`config.mk`:
```
export PLATFORM = sky130hd
export DESIGN_NAME = store_buffer_flat
export DESIGN_NICKNAME = d
export VERILOG_FILES = /design/src/rtl/store_buffer_pkg.sv /design/src/rtl/store_buffer_if.sv /design/src/rtl/store_align.sv /design/src/rtl/store_buffer.sv /design/src/flat_wrapper.sv
export SDC_FILE = /design/constraint.sdc
export NUM_CORES = 1
export LEC_CHECK = 0
export CAP_MARGIN = 20
export CORE_ASPECT_RATIO = 1.4
export CORE_UTILIZATION = 50
export CTS_BUF_LIST = sky130_fd_sc_hd__clkbuf_4 sky130_fd_sc_hd__clkbuf_8 sky130_fd_sc_hd__clkbuf_16
export DETAILED_ROUTE_END_ITERATION = 6
export GPL_TIMING_DRIVEN = 0
export HOLD_SLACK_MARGIN = 0.02
export PLACE_DENSITY = 0.8
export SETUP_SLACK_MARGIN = 0.02
export SLEW_MARGIN = 20
export SYNTH_ARGS = -nofsm -noshare
export SYNTH_HDL_FRONTEND = slang
export SYNTH_SLANG_ARGS = --single-unit
```
`constraint.sdc`:
```
create_clock -name clk -period 3.3 [get_ports clk]
set_clock_uncertainty 0.05 [all_clocks]
set_input_delay 0.495 -clock clk [delete_from_list [all_inputs] [get_ports clk]]
set_output_delay 0.495 -clock clk [all_outputs]
set_load 0.02 [all_outputs]
```
`src/rtl/store_buffer_pkg.sv`:
```
// store_buffer_pkg: size-mask codes and the buffered store entry shared by the load/store paths
package store_buffer_pkg;
  localparam logic [3:0] MASK_NONE = 4'b0000;
  localparam logic [3:0] MASK_BYTE = 4'b0001;
  localparam logic [3:0] MASK_HALF = 4'b0011;
  localparam logic [3:0] MASK_WORD = 4'b1111;
  localparam int ENTRY_AW = 32;
  typedef struct packed {
    logic [ENTRY_AW-1:0] addr;
    logic [3:0]          wen;
    logic [31:0]         wdata;
  } st_entry_t;
endpackage

```
`src/rtl/store_buffer_if.sv`:
```
// store_buffer_if: store request, memory write and status signals; STORE_FWD_EN adds the load-hazard probe
interface store_buffer_if #(parameter int ADDR_W = 32);
  logic              st_valid;
  logic              st_ready;
  logic [3:0]        st_memwrite;
  logic [ADDR_W-1:0] st_addr;
  logic [31:0]       st_data;
  logic              st_ades;
  logic              mem_req;
  logic [ADDR_W-1:0] mem_addr;
  logic [3:0]        mem_wen;
  logic [31:0]       mem_wdata;
  logic              mem_ack;
  logic              empty;
`ifdef STORE_FWD_EN
  logic              ld_valid;
  logic [ADDR_W-1:0] ld_addr;
  logic              ld_hazard;
`endif
  modport slave (
    input  st_valid, st_memwrite, st_addr, st_data, mem_ack,
    output st_ready, st_ades, mem_req, mem_addr, mem_wen, mem_wdata, empty
`ifdef STORE_FWD_EN
    , input ld_valid, ld_addr, output ld_hazard
`endif
  );
  modport master (
    output st_valid, st_memwrite, st_addr, st_data, mem_ack,
    input  st_ready, st_ades, mem_req, mem_addr, mem_wen, mem_wdata, empty
`ifdef STORE_FWD_EN
    , output ld_valid, ld_addr, input ld_hazard
`endif
  );
endinterface

```
`src/rtl/store_align.sv`:
```
// store_align: turns a size mask, byte offset and LSB-justified data into lane enables and replicated data
module store_align
  import store_buffer_pkg::*;
(
  input  logic [3:0]  memwrite,
  input  logic [1:0]  offset,
  input  logic [31:0] data,
  output logic [3:0]  wen,
  output logic [31:0] wdata,
  output logic        mis,
  output logic        legal
);
  // lane placement and alignment check are pure functions of the request
  always_comb begin
    wen   = memwrite << offset;
    wdata = memwrite == MASK_BYTE ? {4{data[7:0]}} :
            memwrite == MASK_HALF ? {2{data[15:0]}} : data;
    mis   = (memwrite == MASK_HALF && offset[0]) || (memwrite == MASK_WORD && offset != 2'b00);
    legal = memwrite == MASK_BYTE || memwrite == MASK_HALF || memwrite == MASK_WORD;
  end
endmodule

```
`src/rtl/store_buffer.sv`:
```
// store_buffer: aligns MEM-stage stores and drains them in order over req/ack; STORE_FWD_EN adds ld_hazard
module store_buffer
  import store_buffer_pkg::*;
#(
  parameter int DEPTH  = 2,
  parameter int ADDR_W = 32
) (
  input logic            clk,
  input logic            resetn,
  store_buffer_if.slave  bus
);
  localparam int PW = $clog2(DEPTH);
  logic [PW:0] wptr_q, wptr_d, rptr_q, rptr_d, cnt;
  st_entry_t   buf_q [DEPTH];
  st_entry_t   buf_d [DEPTH];
  st_entry_t   new_e, head;
  logic [3:0]  wen;
  logic [31:0] wdata;
  logic        mis, legal, full, is_empty, enq, deq;

  store_align u_align (
    .memwrite(bus.st_memwrite),
    .offset  (bus.st_addr[1:0]),
    .data    (bus.st_data),
    .wen     (wen),
    .wdata   (wdata),
    .mis     (mis),
    .legal   (legal)
  );

  assign cnt           = wptr_q - rptr_q;
  assign full          = wptr_q[PW] != rptr_q[PW] && wptr_q[PW-1:0] == rptr_q[PW-1:0];
  assign is_empty      = wptr_q == rptr_q;
  assign enq           = bus.st_valid && !full && !mis && legal;
  assign deq           = !is_empty && bus.mem_ack;
  assign head          = buf_q[rptr_q[PW-1:0]];
  assign bus.st_ready  = !full;
  assign bus.st_ades   = bus.st_valid && mis;
  assign bus.empty     = is_empty;
  assign bus.mem_req   = !is_empty;
  assign bus.mem_addr  = head.addr[ADDR_W-1:0];
  assign bus.mem_wen   = head.wen;
  assign bus.mem_wdata = head.wdata;

  // write the aligned entry at the tail and advance whichever pointers handshook
  always_comb begin
    new_e.addr  = ENTRY_AW'({bus.st_addr[ADDR_W-1:2], 2'b00});
    new_e.wen   = wen;
    new_e.wdata = wdata;
    buf_d       = buf_q;
    if (enq) buf_d[wptr_q[PW-1:0]] = new_e;
    wptr_d = wptr_q + {{PW{1'b0}}, enq};
    rptr_d = rptr_q + {{PW{1'b0}}, deq};
  end

  // reset drops every pending store, including an un-acked head
  always_ff @(posedge clk or negedge resetn) begin
    if (!resetn) begin
      wptr_q <= '0;
      rptr_q <= '0;
      for (int i = 0; i < DEPTH; i++) buf_q[i] <= '0;
    end else begin
      wptr_q <= wptr_d;
      rptr_q <= rptr_d;
      buf_q  <= buf_d;
    end
  end

`ifdef STORE_FWD_EN
  logic [PW-1:0] idx;
  logic          haz;
  // a load hits if any occupied slot, head included, holds the same word
  always_comb begin
    haz = 1'b0;
    idx = '0;
    for (int k = 0; k < DEPTH; k++) begin
      idx = rptr_q[PW-1:0] + PW'(k);
      if ((PW+1)'(k) < cnt && buf_q[idx].addr[ADDR_W-1:2] == bus.ld_addr[ADDR_W-1:2]) haz = 1'b1;
    end
  end
  assign bus.ld_hazard = bus.ld_valid && haz;
`endif
endmodule

```
`src/flat_wrapper.sv`:
```
// flat-port wrapper written by rule: the top's interface ports become plain ports
module store_buffer_flat import store_buffer_pkg::*;
#(
  parameter int DEPTH  = 2,
  parameter int ADDR_W = 32
)
  (clk, resetn, bus_st_valid, bus_st_memwrite, bus_st_addr, bus_st_data, bus_mem_ack, bus_st_ready, bus_st_ades, bus_mem_req, bus_mem_addr, bus_mem_wen, bus_mem_wdata, bus_empty);
  store_buffer_if #(.ADDR_W(ADDR_W)) bus_i ();
  input logic clk;
  input logic resetn;
  input wire logic [$bits(bus_i.st_valid)-1:0] bus_st_valid;
  input wire logic [$bits(bus_i.st_memwrite)-1:0] bus_st_memwrite;
  input wire logic [$bits(bus_i.st_addr)-1:0] bus_st_addr;
  input wire logic [$bits(bus_i.st_data)-1:0] bus_st_data;
  input wire logic [$bits(bus_i.mem_ack)-1:0] bus_mem_ack;
  output wire logic [$bits(bus_i.st_ready)-1:0] bus_st_ready;
  output wire logic [$bits(bus_i.st_ades)-1:0] bus_st_ades;
  output wire logic [$bits(bus_i.mem_req)-1:0] bus_mem_req;
  output wire logic [$bits(bus_i.mem_addr)-1:0] bus_mem_addr;
  output wire logic [$bits(bus_i.mem_wen)-1:0] bus_mem_wen;
  output wire logic [$bits(bus_i.mem_wdata)-1:0] bus_mem_wdata;
  output wire logic [$bits(bus_i.empty)-1:0] bus_empty;
  assign bus_i.st_valid = bus_st_valid;
  assign bus_i.st_memwrite = bus_st_memwrite;
  assign bus_i.st_addr = bus_st_addr;
  assign bus_i.st_data = bus_st_data;
  assign bus_i.mem_ack = bus_mem_ack;
  assign bus_st_ready = bus_i.st_ready;
  assign bus_st_ades = bus_i.st_ades;
  assign bus_mem_req = bus_i.mem_req;
  assign bus_mem_addr = bus_i.mem_addr;
  assign bus_mem_wen = bus_i.mem_wen;
  assign bus_mem_wdata = bus_i.mem_wdata;
  assign bus_empty = bus_i.empty;
  store_buffer #(.DEPTH(DEPTH), .ADDR_W(ADDR_W)) u_core (.clk(clk), .resetn(resetn), .bus(bus_i));
endmodule
```
==> impl_results.rst, run 1 <==
.. list-table::
   :header-rows: 1

   * - Metric
     - Value
   * - Maximum resistive drop on vdd
     - between 0.6 and 0.7 mV
   * - Final global-route overflow total
     - 0
   * - Required @ worst endpoint
     - 2750 ps
   * - Seq/Total Area, Yosys
     - a little over half
   * - Unrepaired setup endpoints after global routing
     - no
   * - Final min period
     - about 3100 ps
   * - Slack of the worst reg-to-reg path
     - approximately 520 ps
   * - Count of endpoints failing hold in the final timing report
     - 0
   * - Worst hold margin
     - around 450 ps
   * - Clock latency on the worst-skew pair
     - between 400 and 500 ps
   * - Non-filler cells in the finished layout
     - about 790
   * - Wire length of the first global-routing pass
     - 24900 um
   * - Vertical extent of the die
     - 135 um
   * - Post-layout util
     - 69.5%
   * - Final setup violation count
     - 0
   * - Netlist Area Pre-Place
     - ~6300 um2
   * - Number of buffers on the longest clock path
     - 2
   * - Via count normalized by instance count
     - ~5.4
   * - Internal power
     - about 6 mW
   * - Worst Setup End Kind
     - primary output
   * - Startpoint type of the worst setup path
     - input port
   * - Wirelength per Cell
     - 19.5 um
   * - P_leak
     - about 3.7 nW
   * - Max Fclk
     - 321 MHz
   * - Layout cells sized above 1
     - a little under two fifths
   * - Dpl hpwl
     - 11200 um
   * - Number of global-route vias before repair
     - ~4700
   * - Relative slew slack
     - between 40% and 50%
   * - Crit-path max FO
     - 7
   * - Proportion of netlist area held by the largest area contributor
     - between 50 and 60%
   * - Layout Nets
     - 700
   * - Antenna viol nets, final
     - 0
   * - Clk pwr share
     - 21.3%
   * - Clock tree from TritonCTS
     - built
   * - Instance count of the mapped netlist
     - 465
   * - Fraction of power consumed by sequential logic
     - 31.7%
   * - Ranking of synthesized cells by instance count
     - sky130_fd_sc_hd__mux2_2, sky130_fd_sc_hd__dfrtp_1, sky130_fd_sc_hd__a21oi_1, sky130_fd_sc_hd__nor2_1, sky130_fd_sc_hd__mux2i_1
   * - Power share of the combinational group
     - ~47%
   * - Count of final max-slew check failures
     - 0
   * - Arrival time of data at the critical path endpoint
     - between 2000 and 3000 ps
   * - EDFF count, synth
     - 0
   * - Count of input and output buffers
     - 139
   * - Flop and latch count out of synthesis
     - 136
   * - Worst path buffer plus inverter count
     - 2
   * - Syn-to-layout area delta
     - 35.5%
   * - Count of different cell masters after synthesis
     - 29
   * - Leading register cell type out of synthesis
     - sky130_fd_sc_hd__dfrtp_1
   * - Most frequently used cell type in the post-synthesis netlist
     - sky130_fd_sc_hd__mux2_2
   * - Proportion of synthesized flip-flops having asynchronous set or reset
     - between 90% and 100%
   * - Instance count after placement with tap cells included
     - between 700 and 800
   * - Most common cell on crit path
     - sky130_fd_sc_hd__clkdlybuf4s50_1
   * - Overall die area
     - 13100 um2
   * - Number of remaining DRC errors
     - 0
   * - Antenna diode count
     - 0
   * - Antenna violations before repair
     - 0
   * - Count of routing violations after the opening detailed-route iteration
     - between 100 and 150
   * - H-Tree Depth
     - 4
   * - Fillcell total
     - about 900
   * - Critical path class
     - input port to primary output
   * - Worst path max stage delay
     - 610 ps
   * - Outcome
     - complete, no violations
   * - Syn. warnings
     - 0
   * - PD cells
     - 1070 nW/um2
   * - Slowest cell on the critical path
     - sky130_fd_sc_hd__clkdlybuf4s50_1
   * - Total iterations of the first detailed-routing run
     - 4
   * - Cells traversed along the worst timing path
     - clkdlybuf4s50_1 -> or3b_2 -> a21oi_1 -> and2_1 -> clkdlybuf4s50_1
   * - DR vias
     - between 4000 and 5000
   * - Switching component of the power
     - between 3 and 4 mW
   * - Routability cong.
     - around 0.8
   * - Hold crit path type
     - register to register
   * - Post-synthesis cell type with the largest combined area
     - sky130_fd_sc_hd__dfrtp_1
   * - Max-cap violation count
     - 0
   * - Clk Tree Root Cell
     - sky130_fd_sc_hd__clkbuf_16
   * - Final worst path period share
     - 94.3%
   * - Initial Util
     - 51.3%
   * - Number of placed I/O pins
     - around 140
   * - Pin count of the biggest net entering global routing
     - between 100 and 150
   * - TritonCTS buffer count
     - 17
   * - # rows
     - 48
   * - Global-route usage over all layers
     - roughly a quarter
   * - Cell types occupying the most area after synthesis
     - sky130_fd_sc_hd__dfrtp_1, sky130_fd_sc_hd__mux2_2, sky130_fd_sc_hd__mux2i_1
   * - Kind of cell adding the most delay to the critical path
     - buffers and inverters
   * - Switching power as a share of total power
     - 33.7%
   * - Least-Margin Pin Slew
     - 803 ps
   * - Die width
     - 97 um
   * - Number of buffers inserted by post-CTS setup repair
     - 0
   * - Sink count of the clock tree
     - between 100 and 150
   * - Placeable Area
     - ~12000 um2
   * - Overall routed net length
     - 15300 um
   * - Post-Synthesis Mean Instance Area
     - around 14 um2
   * - CTS clock-pin slew for the worst setup and hold paths
     - roughly 60 ps
flip-flops by register name, indices dropped and copies added (netlist names):
signal / count
u_core.buf_q: 132
u_core.wptr_q: 2
u_core.rptr_q: 2
per-layer routing:
metal,GRT usage [%],vias up,routed length [um]
met5,0,-,0
met4,9.37,0,296
met2,44.0,111,8310
met3,6.83,26,799
met1,28.5,2162,5930
li1,-,1966,-
power by group through the flow:
stage	logic (mW)	clock network (mW)	registers, mW
after floorplan	2.62	0	2.79
after global placement	4.25	0	2.86
after detailed placement	4.34	0	2.94
after CTS	4.38	2.00	2.91
after global routing	4.59	2.07	3.01
final	4.32	1.96	2.91
layout make-up:
| type | count | area, um2 | area share [%] |
|---|---|---|---|
| Sequential cell | 136 | 3400 | 39.8 |
| Multi-Input combinational cell | 295 | 2740 | 32.0 |
| Timing Repair Buffer | 141 | 1430 | 16.8 |
| Clock buffer | 21 | 474 | 5.54 |
| Tap cell | 150 | 188 | 2.19 |
| Buffer | 31 | 163 | 1.90 |
| Clock inverter | 11 | 145 | 1.70 |
| Inverter | 3 | 11.3 | 0.132 |
kinds of logic after synthesis:
logic type	Yosys count	synth area share, %
muxes	200	35.4
DFF	136	53.9
and+or+nand+nor	48	3.64
AOI/OAI and AO/OA	38	3.11
buffers and inverters	35	2.79
xor gates and xnor gates	4	0.555
adders and majority gates	3	0.594
other	1	0.0594
placed cells by master, fill, tap and decap left out, drive strengths merged, types with 3 or more instances in the layout:
cell type / instances
buf: 24
nor2: 35
mux2i: 20
nand2: 4
clkbuf: 30
mux2: 180
bufinv: 3
clkdlybuf4s50: 138
inv: 4
dfrtp: 136
a21oi: 35
clkinvlp: 3
clkinv: 4
ha: 3
worst paths after layout:
kind,cells past startpoint,end,startpoint
worst max-delay path,5,bus_st_ades,bus_st_memwrite[3]
worst min-delay path,1,u_core.wptr_q[1],u_core.wptr_q[1]
worst max register to register,7,u_core.buf_q[71],u_core.rptr_q[1]
worst min register to register,1,u_core.wptr_q[1],u_core.wptr_q[1]
max in group asynchronous,3,u_core.buf_q[28],resetn
min in group asynchronous,2,u_core.buf_q[73],resetn
stage by stage:
stage / power (mW) / setup WS (ps) / cell area, um2 / TNS [ps]
after global placement: 7.11 / -3410 / 7900 / -476320
after detailed placement: 7.27 / -384 / 7930 / -18230
after global routing: 9.66 / 68.2 / 8560 / 0
after floorplan: 5.41 / 744 / 6320 / 0
final: 9.19 / 189 / 8560 / 0
after CTS: 9.28 / 79.8 / 8560 / 0
timing repair:
| action | in CTS | in global routing |
|---|---|---|
| hold buffers | 1 | 0 |
| setup endpoints to repair | 6 | 10 |
| hold endpoints to repair | 34 | 0 |
| resized for setup | 1 | 0 |
| cloned | 0 | 0 |
(Power assumes the default switching activity.)
==> run 2, diff against run 1 <==
RECOVER_POWER = 25   (was not set)
==> run 2 against run 1 <==
  * The flow now finishes with violations (capacitance limit, slew limit)
  * Sequential share of layout area up 0.052 points
  * Sequential power about the same
  * Critical path depth did not move
  * Power hardly changed
  * Sequential cell count unchanged
  * Critical path type unchanged
  * Critical endpoint unchanged
  * Largest cell class unchanged
==> impl_results.rst, run 2 (synthesis results as in run 1) <==
.. list-table::
   :header-rows: 1

   * - Metric
     - Value
   * - Largest register FFs
     - around 130
   * - Slowest cell on the critical path
     - sky130_fd_sc_hd__clkdlybuf4s50_1
   * - # rows
     - 48
   * - Relative slew slack
     - -27.6%
   * - Number of remaining DRC errors
     - 0
   * - CTS clock-pin slew for the worst setup and hold paths
     - roughly 60 ps
   * - Antenna diode count
     - 0
   * - Final global-route overflow total
     - 0
   * - Number of placed I/O pins
     - 144
   * - Count of endpoints failing hold in the final timing report
     - 0
   * - Count of input and output buffers
     - 139
   * - Pin count of the biggest net entering global routing
     - 103
   * - Most used cells in the layout excluding fill and tap cells
     - sky130_fd_sc_hd__mux2_2, sky130_fd_sc_hd__clkdlybuf4s50_1, sky130_fd_sc_hd__dfrtp_1
   * - Dpl hpwl
     - about 11000 um
   * - Fraction of power consumed by sequential logic
     - a little under a third
   * - Clock latency on the worst-skew pair
     - between 400 and 500 ps
   * - Total chip power
     - between 9 and 10 mW
   * - Most frequent standard cell in the layout excluding fill and tap cells
     - sky130_fd_sc_hd__mux2_2
   * - Hold crit path type
     - register to register
   * - Met3 usage
     - approximately 6.8%
   * - Syn-to-layout area delta
     - 35.3%
   * - TritonCTS buffer count
     - 17
   * - Accumulated negative setup slack
     - 0 ps
   * - Clk Tree Root Cell
     - sky130_fd_sc_hd__clkbuf_16
   * - M1 GR Usage
     - between 20% and 30%
   * - Total iterations of the first detailed-routing run
     - 4
   * - Worst Setup End Kind
     - primary output
   * - Violations in the final reports
     - capacitance limit, slew limit
   * - Switching component of the power
     - about 3.1 mW
   * - Maximum resistive drop on vdd
     - approximately 0.63 mV
   * - Instance count after placement with tap cells included
     - between 700 and 800
   * - Count of final max-slew check failures
     - 35
   * - Layout cells sized above 1
     - between 30% and 40%
   * - Count of routing violations after the opening detailed-route iteration
     - roughly 140
   * - Final setup violation count
     - 0
   * - Outcome
     - complete, but fails checks
   * - Startpoint type of the worst setup path
     - input port
   * - Cells traversed along the worst timing path
     - clkdlybuf4s50_1 -> or3b_2 -> a21oi_1 -> and2_1 -> clkdlybuf4s50_1
   * - Fillcell total
     - about 900
   * - Placeable Area
     - between 10000 and 15000 um2
   * - Overall routed net length
     - 15400 um
   * - Crit-path max FO
     - 7
   * - Worst hold margin
     - 447 ps
   * - Wire length of the first global-routing pass
     - between 20000 and 25000 um
   * - Switching power as a share of total power
     - 33.7%
   * - Initial Util
     - 51.3%
   * - Via count normalized by instance count
     - around 5.4
   * - Overall die area
     - 13100 um2
   * - Vertical extent of the die
     - 135 um
   * - Clk pwr share
     - 21.4%
   * - Non-filler cells in the finished layout
     - 788
   * - Biggest registers after layout
     - u_core.buf_q x132, u_core.rptr_q x2, u_core.wptr_q x2
   * - Routability cong.
     - about 0.8
   * - Max-cap violation count
     - 1
   * - Global-route track usage on met2
     - between 40% and 50%
   * - Antenna viol nets, final
     - 0
   * - Antenna violations before repair
     - 0
   * - Global-route usage over all layers
     - about a quarter
   * - Worst path max stage delay
     - between 600 and 700 ps
   * - DR vias
     - between 4000 and 5000
   * - Arrival time of data at the critical path endpoint
     - 2570 ps
   * - Number of buffers on the longest clock path
     - 2
   * - Clock tree from TritonCTS
     - built
   * - P_leak
     - around 3.6 nW
   * - Unrepaired setup endpoints after global routing
     - no
   * - Layout Nets
     - 700
   * - Max Fclk
     - 321 MHz
   * - Final min period
     - slightly above 3000 ps
   * - Least-Margin Pin Slew
     - roughly 1900 ps
   * - Number of global-route vias before repair
     - 4708
   * - H-Tree Depth
     - 4
   * - Wirelength per Cell
     - roughly 20 um
   * - Power share of the combinational group
     - between 40% and 50%
   * - Largest register by flop count
     - u_core.buf_q
   * - Most common cell on crit path
     - sky130_fd_sc_hd__clkdlybuf4s50_1
   * - Post-layout util
     - 69.4%
   * - PD cells
     - between 1000 and 1500 nW/um2
   * - Required @ worst endpoint
     - about 2800 ps
   * - Final worst path period share
     - 94.3%
   * - Internal power
     - approximately 6.1 mW
   * - Critical path class
     - input port to primary output
   * - Sink count of the clock tree
     - about 140
   * - Die width
     - 97 um
   * - Gr busiest metal
     - met2
-- run 2: cell count changes in the layout (fill, tap and decap cells not counted), sizes merged --
cell / previous run / this run
clkbuf: 30 / 31
buf: 24 / 23
-- run 2: per-stage QoR --
stage / cell area, um2 / setup WS [ps]
6_report: 8550 / 189
5_1_grt: 8550 / 68.2
4_1_cts: 8560 / 79.8
3_5_place_dp: 7930 / -384
3_3_place_gp: 7900 / -3410
2_1_floorplan: 6320 / 744
-- run 2: critical path: cells and delay by family --
kind                   cells  cell delay (ps)
AO/OA/AOI/OAI              1              200
buffers and inverters      2             1180
AND/OR/NAND/NOR            2              710
-- run 2: area by class of cell --
type	count	area, um2	share of cell area, %
sequential	136	3400	39.8
clock buffer	21	474	5.55
buffer	31	163	1.90
inverter	3	11.3	0.132
clock inverter	11	145	1.70
multi-input combinational	295	2740	32.1
tap	150	188	2.20
timing repair buffer	141	1420	16.6
-- run 2: power groups by stage --
stage / clock (mW) / combinational (mW) / sequential [mW]
floorplan: 0 / 2.62 / 2.79
CTS: 2.00 / 4.38 / 2.91
global placement: 0 / 4.25 / 2.86
global route: 2.07 / 4.59 / 3.01
finish: 1.97 / 4.32 / 2.91
detailed placement: 0 / 4.34 / 2.94
-- run 2: final timing paths --
check	slack, ps	start	cells after the start	to
setup reg to reg	530	u_core.rptr_q[1]	7	u_core.buf_q[71]
max in group asynchronous	810	resetn	3	u_core.buf_q[28]
hold reg to reg	450	u_core.wptr_q[1]	1	u_core.wptr_q[1]
setup / recovery	190	bus_st_memwrite[3]	5	bus_st_ades
hold / removal	450	u_core.wptr_q[1]	1	u_core.wptr_q[1]
min in group asynchronous	1100	resetn	2	u_core.buf_q[73]
-- run 2: metal layers --
metal	wire (um)	up-vias
met3	793	26
li1	-	1966
met1	5950	2166
met2	8330	109
met4	296	0
met5	0	-
-- run 2: timing repair --
item / CTS / global route
hold buffers: 1 / 0
setup buffers: 0 / 0
endpoints found under the setup margin: 6 / 10
gates resized for setup: 1 / 0
hold endpoints to repair: 34 / 0
==> run 3, diff against run 2 <==
GPL_ROUTABILITY_DRIVEN = 1   (was not set)
==> results of run 3 <==
The final DEF is identical to that of run 2; final timing and power are the same.
